`src/rtl/rect_mover.sv`:
```
// rect_mover: once per frame (vsync falling edge) advances a sprite's x/y position.
// Bounce mode reflects off the screen edges; manual mode steers from buttons with clamping.
module rect_mover #(
  parameter int SCREEN_W = 1024,
  parameter int SCREEN_H = 768,
  parameter int WIDTH    = 64,
  parameter int HEIGHT   = 64,
  parameter int STEP     = 4,
  parameter int X_INIT   = 480,
  parameter int Y_INIT   = 416
) (
  input  logic        vclock,
  input  logic        reset,
  input  logic        vsync,
  input  logic        auto,
  input  logic        pause,
  input  logic        up,
  input  logic        down,
  input  logic        left,
  input  logic        right,
  output logic [10:0] x,
  output logic [9:0]  y,
  output logic        bounce
);

  typedef enum logic [1:0] {
    WAIT   = 2'd0,
    MOVE_X = 2'd1,
    MOVE_Y = 2'd2,
    DONE   = 2'd3
  } state_t;

  localparam logic signed [11:0] X_LO   = 12'sd0;
  localparam logic signed [11:0] X_HI   = 12'(SCREEN_W - WIDTH);
  localparam logic signed [11:0] Y_LO   = 12'(HEIGHT);
  localparam logic signed [11:0] Y_HI   = 12'(SCREEN_H);
  localparam logic signed [11:0] STEP_S = 12'(STEP);

  // Signed per-frame displacement for one axis; dec/inc are the opposing buttons.
  function automatic logic signed [11:0] axis_delta(input logic am, input logic dir,
                                                    input logic dec, input logic inc);
    logic signed [11:0] d;
    if (am) begin
      d = dir ? STEP_S : -STEP_S;
    end else if (inc && !dec) begin
      d = STEP_S;
    end else if (dec && !inc) begin
      d = -STEP_S;
    end else begin
      d = 12'sd0;
    end
    return d;
  endfunction

  // Returns {violated, clamped value}; the violated bound is the clamped value.
  function automatic logic [12:0] clamp(input logic signed [11:0] c,
                                        input logic signed [11:0] lo,
                                        input logic signed [11:0] hi);
    logic [12:0] r;
    if (c < lo) begin
      r = {1'b1, lo};
    end else if (c > hi) begin
      r = {1'b1, hi};
    end else begin
      r = {1'b0, c};
    end
    return r;
  endfunction

  state_t             state_r;
  state_t             state_s;
  logic               vsync_d_r;
  logic               auto_l_r;
  logic               pause_l_r;
  logic               dir_x_r;
  logic               dir_y_r;
  logic               hit_r;
  logic               bounce_r;
  logic [10:0]        x_r;
  logic [9:0]         y_r;
  logic               tick_s;
  logic signed [11:0] x_cand_s;
  logic signed [11:0] y_cand_s;
  logic [12:0]        x_clamp_s;
  logic [12:0]        y_clamp_s;

  assign tick_s = vsync_d_r & ~vsync;

  // Candidate positions and their clamped/violation results for both axes.
  always_comb begin
    x_cand_s  = $signed({1'b0, x_r}) + axis_delta(auto_l_r, dir_x_r, left, right);
    y_cand_s  = $signed({2'b00, y_r}) + axis_delta(auto_l_r, dir_y_r, up, down);
    x_clamp_s = clamp(x_cand_s, X_LO, X_HI);
    y_clamp_s = clamp(y_cand_s, Y_LO, Y_HI);
  end

  // Frame sequencer next-state: one tick walks MOVE_X, MOVE_Y, DONE back to WAIT.
  always_comb begin
    state_s = state_r;
    case (state_r)
      WAIT: begin
        if (tick_s) begin
          state_s = MOVE_X;
        end else begin
          state_s = WAIT;
        end
      end
      MOVE_X:  state_s = MOVE_Y;
      MOVE_Y:  state_s = DONE;
      DONE:    state_s = WAIT;
      default: state_s = WAIT;
    endcase
  end

  // State register.
  always_ff @(posedge vclock) begin
    if (reset) begin
      state_r <= WAIT;
    end else begin
      state_r <= state_s;
    end
  end

  // Position, direction, hit and bounce registers updated in their move states.
  always_ff @(posedge vclock) begin
    if (reset) begin
      vsync_d_r <= 1'b0;
      auto_l_r  <= 1'b0;
      pause_l_r <= 1'b0;
      dir_x_r   <= 1'b1;
      dir_y_r   <= 1'b1;
      hit_r     <= 1'b0;
      bounce_r  <= 1'b0;
      x_r       <= 11'(X_INIT);
      y_r       <= 10'(Y_INIT);
    end else begin
      vsync_d_r <= vsync;
      bounce_r  <= 1'b0;
      case (state_r)
        WAIT: begin
          if (tick_s) begin
            auto_l_r  <= auto;
            pause_l_r <= pause;
            hit_r     <= 1'b0;
          end
        end
        MOVE_X: begin
          if (!pause_l_r) begin
            x_r <= x_clamp_s[10:0];
            if (auto_l_r && x_clamp_s[12]) begin
              dir_x_r <= ~dir_x_r;
              hit_r   <= 1'b1;
            end
          end
        end
        MOVE_Y: begin
          if (!pause_l_r) begin
            y_r <= y_clamp_s[9:0];
            if (auto_l_r && y_clamp_s[12]) begin
              dir_y_r <= ~dir_y_r;
              hit_r   <= 1'b1;
            end
            // Both axes hitting in one frame still collapse to one pulse.
            bounce_r <= hit_r | (auto_l_r & y_clamp_s[12]);
          end
        end
        DONE: begin
        end
        default: begin
        end
      endcase
    end
  end

  assign x      = x_r;
  assign y      = y_r;
  assign bounce = bounce_r;

endmodule

```
`config.mk`:
```
export PLATFORM = sky130hd
export DESIGN_NAME = rect_mover
export DESIGN_NICKNAME = d
export VERILOG_FILES = /design/src/rtl/rect_mover.sv
export SDC_FILE = /design/constraint.sdc
export NUM_CORES = 1
export LEC_CHECK = 0
export CAP_MARGIN = 20
export CELL_PAD_IN_SITES_DETAIL_PLACEMENT = 1
export CELL_PAD_IN_SITES_GLOBAL_PLACEMENT = 1
export CORE_MARGIN = 3
export CORE_UTILIZATION = 43
export CTS_CLUSTER_SIZE = 25
export DETAILED_ROUTE_END_ITERATION = 8
export DONT_BUFFER_PORTS = 1
export GPL_ROUTABILITY_DRIVEN = 0
export PLACE_DENSITY = 0.88
export SYNTH_ARGS = -nofsm -noshare
export SYNTH_HDL_FRONTEND = slang
export SYNTH_SLANG_ARGS = --single-unit
```
`constraint.sdc`:
```
create_clock -name vclock -period 3.34 [get_ports vclock]
set_input_delay 0.668 -clock vclock [delete_from_list [all_inputs] [get_ports vclock]]
set_output_delay 0.668 -clock vclock [all_outputs]
set_load 0.02 [all_outputs]
```
# == Word level (Yosys, flattened, before mapping) ==
# Index checks and enable logic that the tools add are counted.
# classes
n_reduce_logical,19
n_shift,0
addsub,2
div,0
order_cmp,4
n_mul,0
bitwise_logic,8
n_mux,20
eq_ne,8
# op_table
op,n
$mux 12,8
$mux 13,4
$gt 12x11->1 const B,2
$add 11x12->12,1
$add 12x12->12,1
$lt 12x1->1 const B,1
$lt 12x8->1 const B,1
$ne 2x2->1 const B,5
$pmux 2 s4,1
$logic_and 1x1->1,6
$mux 1,6
$reduce_and 2->1,3
$reduce_and 3->1,2
$reduce_and 6->1,1
$not 1->1,5
$eq 2x2->1 const B,2
$logic_not 1->1,4
$pmux 1 s3,1
$reduce_bool 3->1,1
$reduce_or 3->1,1
$and 1x1->1,2
$eq 2x1->1 const B,1
$logic_not 2->1,1
$or 1x1->1,1
# totals
register_bits,30
romBits,0
mem_count,0
latchBits,0
ram_bits,0
out_inout_bits,22
elab_cells,71

# == Depth between registers and ports, before layout ==
# logic_depth
ltp_word,13
mapped_depth,14
ltp_nobuf,14

# == Worst setup path before layout ==
# Ideal clock, no wire load.
# synth_path
path_type,reg-to-reg
from,register auto_l_r
to,register hit_r
required_ns,3.219
path_stages_with_launch,14
arrival_ns,3.500
setup_time_ns,0.121
slack_ns,-0.281
path_buffers,1
path_cell_list,dfxtp_1 -> buf_2 -> inv_1 -> o21ai_0 -> inv_1 -> fa_1 -> nor2b_1 -> o31a_1 -> xor2_1 -> o311ai_0 -> o31ai_2 -> nor2_1 -> a211o_1 -> mux2_4
# synth_via
elab_chain_cells,8
word_cells_on_any_way,17
cone_classes,add/sub: 2; order compare: 4; eq/ne: 2; mux: 6; reduce/logical: 3
# synth_rtl
element,line,source
start: declaration,73,logic auto_l_r;
start signal: assignment,142,auto_l_r <= auto;
$mux 12,43,if (am) begin
$add 11x12->12 or $add 12x12->12 (tied branches),"92, 91",
$gt 12x11->1,62,end else if (c > hi) begin
$mux 13,62,
$mux 13,60,if (c < lo) begin
"$logic_and 1x1->1, on equally long branches","159, 150",
$ne 2x2->1 (no source line),--,
$reduce_and 6->1 (no source line) *,--,
end signal: assignment,144,hit_r <= 1'b0;
end signal: assignment,152,hit_r <= 1'b1;
end signal: assignment,161,hit_r <= 1'b1;
end: declaration,77,logic hit_r;
# Every way passes the cells marked *; elsewhere a longest branch is shown, timed or not.
# A chain may end at the register's enable or synchronous reset.

# == Worst setup path in the final report ==
# layout_path
from,input port down
to,register hit_r
# layout_via
elab_chain_cells,12
word_cells_on_any_way,14
cone_classes,add/sub: 1; order compare: 2; eq/ne: 1; mux: 5; reduce/logical: 5
# layout_rtl
element,line,source
start: declaration,18,"input logic down,"
$logic_not 1->1,47,end else if (dec && !inc) begin
$logic_and 1x1->1,47,
$mux 12,47,
$mux 12 *,45,end else if (inc && !dec) begin
$mux 12 *,43,
$add 11x12->12 *,92,"y_cand_s = $signed({2'b00, y_r}) + axis_delta(auto_l_r, dir_y_r, up, down);"
$gt 12x11->1,62,
$mux 13,62,
$mux 13 *,60,
$logic_and 1x1->1 *,159,if (auto_l_r && y_clamp_s[12]) begin
$ne 2x2->1 (no source line) *,--,
$reduce_and 6->1 (no source line) *,--,
# Marks and branches as above.

==> results.sh <==
export IMPL_slew_violations=0
export IMPL_worst_r2r_path_depth=13
export IMPL_cts_hold_buffers=0
export IMPL_path_cells="inv_1, ha_1, nand2_1, ha_1, inv_1, fa_2, nor2b_2, o22a_1, nor3_1, a31oi_1, o2111ai_2, nor4bb_4, a211o_1, mux2_4"
export IMPL_status="complete, no violations"
export IMPL_yosys_warnings=0
export IMPL_syn_area_um2=2226
export IMPL_relSlewSlack=0.6502
export IMPL_ys_seq_elements=26
export IMPL_fin_setup_tns_ns=0
export IMPL_clk_latency_ns=0.28
export IMPL_startpoint_type="input port"
export IMPL_cts_tree="yes"
export IMPL_grtUsageTotal=0.2218
export IMPL_power_density_nw_per_um2=354.3
export IMPL_cts_sinks=26
export IMPL_numCtsBuffers=3
export IMPL_sw_frac_of_total=0.3231
export IMPL_irDropWorstVdd_v=0.0002851
export IMPL_ys_async_sr_fraction=0
export IMPL_clk_pin_slew_ns=0.09
export IMPL_die_x_um=77.95
export IMPL_fp_coreArea_um2=4848
export IMPL_hold_start="reset"
export IMPL_fin_crit_ns=3.271
export IMPL_setup_viol=0
export IMPL_whs_ns=0.4431
export IMPL_end_kind="flop"
export IMPL_r2r_end="hit_r"
export IMPL_grt_pass1_wl_um=10950
export IMPL_holdPathStages=1
export IMPL_worstSetupPathType="in2reg"
export IMPL_drc=0
export IMPL_antenna_cells=0
export IMPL_antenna_found_initial=0
export IMPL_min_period_over_period=0.9792
export IMPL_area_growth_pct=20.52
export IMPL_die_y_um=77.95
export IMPL_power_frac_seq=0.354
export IMPL_wl_met3_um=283
export IMPL_ys_dominant_reg_cell="dfxtp_1"
export IMPL_fmax_ghz=0.3057
export IMPL_top_layer="met4"
export IMPL_layout_drive_gt1_share=0.2408
export IMPL_post_dp_hpwl_um=4937
export IMPL_leakage_nw=1.096
export IMPL_first_pass_iters=4
export IMPL_r2r_start="auto_l_r"
export IMPL_synth_edff_count=0
export IMPL_synth_cell_types=64
export IMPL_htree_levels=1
export IMPL_power_total_mw=0.9505
export IMPL_fin_skew_ns=0.003138
export IMPL_met1_length_um=2766
export IMPL_post_drt_wl_per_cell_um=18.17
export IMPL_viasPerCell=5.904
export IMPL_grt_overflow_total=0
export IMPL_crit_fanout=3
export IMPL_max_stage_delay_ns=0.36
export IMPL_clock_path_buffers=2
export IMPL_die_area_um2=6075
export IMPL_num_rows=25
export IMPL_internal_power_mw=0.6434
export IMPL_synth_cells=265
export IMPL_crit_slowest_cell="fa_2"
export IMPL_postRouteWirelength_um=6652
export IMPL_syn_area_per_cell_um2=8.400
export IMPL_maxCapViolCount=0
export IMPL_r2r_slack_ns=0.15
export IMPL_port_buffers=0
export IMPL_final_nets=336
export IMPL_vias=2161
export IMPL_final_cell_area_um2=2683
export IMPL_wl_met2_um=3475
export IMPL_power_frac_comb=0.364
export IMPL_arrival_ns=3.44
export IMPL_dpl_cell_area_um2=2506
export IMPL_grt_pass1_vias=2310
export IMPL_io_pins=31
export IMPL_grt_max_degree=27
export IMPL_critPathBufInv=2
export IMPL_p_sw_mw=0.3071
export IMPL_drt_iter0_markers=87
export IMPL_fillers=574
export IMPL_cts_root_buf="clkbuf_8"
export IMPL_ant_nets=0
export IMPL_clkPwrFrac=0.282
export IMPL_path_delay_family="compound AO/OA/AOI/OAI gates"
export IMPL_hold_path_class="in2reg"
export IMPL_hold_viol=0
export IMPL_cp_required_ns=3.51
export IMPL_whs_endpoint="auto_l_r"
export IMPL_yosysSeqAreaShare=0.2338
export IMPL_worst_pin_slew_ns=0.5247
export IMPL_start_util=0.4591
==> worst reg2reg max path, delay by kind of cell (launching register included) <==
| family | cells | cell delay (ns) |
|---|---|---|
| muxes | 1 | 0.29 |
| and+or+nand+nor | 5 | 0.87 |
| AOI/OAI and AO/OA | 4 | 0.90 |
| buffers and inverters | 2 | 0.32 |
| adders and majority gates | 1 | 0.34 |
| DFF | 1 | 0.37 |
==> per-stage QoR <==
| step | util | worst slack (ns) | cells |
|---|---|---|---|
| 2_1_floorplan | - | 0.01710 | 268 |
| 3_3_place_gp | 0.5169 | -0.2349 | 355 |
| 3_5_place_dp | 0.5169 | -0.3228 | 355 |
| 4_1_cts | 0.5378 | 0.002469 | 363 |
| 5_1_grt | 0.5533 | -0.05782 | 366 |
| 6_report | 0.5533 | 0.06934 | 366 |
==> how the worst max path moves through the flow <==
stage	startpoint	end	slack [ns]	depth (start not counted)
after detailed placement	down	y[4]	-0.32	15
after global routing	down	y[2]	-0.06	14
after floorplan	down	hit_r	0.02	14
final	down	hit_r	0.07	14
after CTS	down	hit_r	0.002	14
after global placement	down	y[3]	-0.23	15
==> timing repair <==
action,4_1_cts,5_1_grt
pin swaps,3,5
setup buffers,4,3
gates resized for setup,0,11
setup endpoints to repair,8,9
==> cells by family after synthesis <==
family,count (synthesis),share of synthesized area
adders and majority gates,27,0.1585
AOI/OAI and AO/OA,79,0.2558
and+or+nand+nor,84,0.2097
DFF,26,0.2338
other,1,0.001685
muxes,3,0.01574
xor gates and xnor gates,17,0.06689
buffers and inverters,28,0.05790
==> area by class of cell <==
cell class | instances | area [um^2] | area share
inverter | 14 | 52.55 | 0.01959
multi-input combinational | 214 | 1645 | 0.6133
sequential | 26 | 521.8 | 0.1945
clock buffer | 3 | 41.29 | 0.01539
clock inverter | 1 | 30.03 | 0.01119
tap | 67 | 83.83 | 0.03125
timing repair buffer | 41 | 307.8 | 0.1147
==> cells in the mapped netlist (3+ instances only) <==
cell / number / area (um^2)
xor2_1: 10 / 87.58
a211oi_1: 6 / 45.04
buf_4: 4 / 30.03
nand4_1: 3 / 18.77
nor2_1: 15 / 56.30
a31o_2: 3 / 26.28
nand3b_1: 5 / 37.54
inv_1: 13 / 48.80
xnor2_1: 7 / 61.31
ha_1: 25 / 312.8
nor3_1: 5 / 25.02
nand2b_1: 7 / 43.79
nand2_1: 13 / 48.80
clkbuf_1: 8 / 30.03
or3_1: 5 / 31.28
nand3_1: 6 / 30.03
o21ai_0: 11 / 55.05
o211ai_1: 3 / 22.52
nor2b_1: 10 / 62.56
a31oi_1: 5 / 31.28
a21o_1: 3 / 22.52
a211o_1: 3 / 26.28
a21oi_1: 18 / 90.09
dfxtp_1: 26 / 520.5
==> flip-flops by register name, summed over array words and instances, names as in the netlist <==
register,cells
dir_x_r,1
x,9
auto_l_r,1
hit_r,1
pause_l_r,1
state_r,2
y,8
vsync_d_r,1
bounce,1
dir_y_r,1
==> power groups by stage <==
stage                     clock [mW]  sequential, mW  combinational, mW
after floorplan                    0           0.340              0.206
after global placement             0           0.343              0.285
after detailed placement           0           0.343              0.299
after CTS                      0.272           0.336              0.318
after global routing           0.286           0.338              0.379
final                          0.268           0.336              0.346
==> cells in the final DEF, fill, tap and decap left out, types with 4 or more instances in the layout <==
cell      instances
nor2b_1           9
conb_1            4
ha_1             23
dfxtp_1          25
xnor2_1           7
xor2_1           10
nor2_1           15
o21ai_0           9
buf_4            41
a211oi_1          5
a21oi_1          18
nand3b_1          5
nand2_1          12
or3_1             5
nand3_1           6
nand2b_1          7
nor3_1            5
inv_1            13
a31oi_1           5
==> routing by layer <==
layer  vias to the layer above  global-route usage
met3                        15             0.04176
met4                         0             0.05769
met5                         -                   0
met1                      1073              0.2610
li1                       1030                   -
met2                        43              0.4084
No activity file was read; power rests on OpenSTA's default activity.
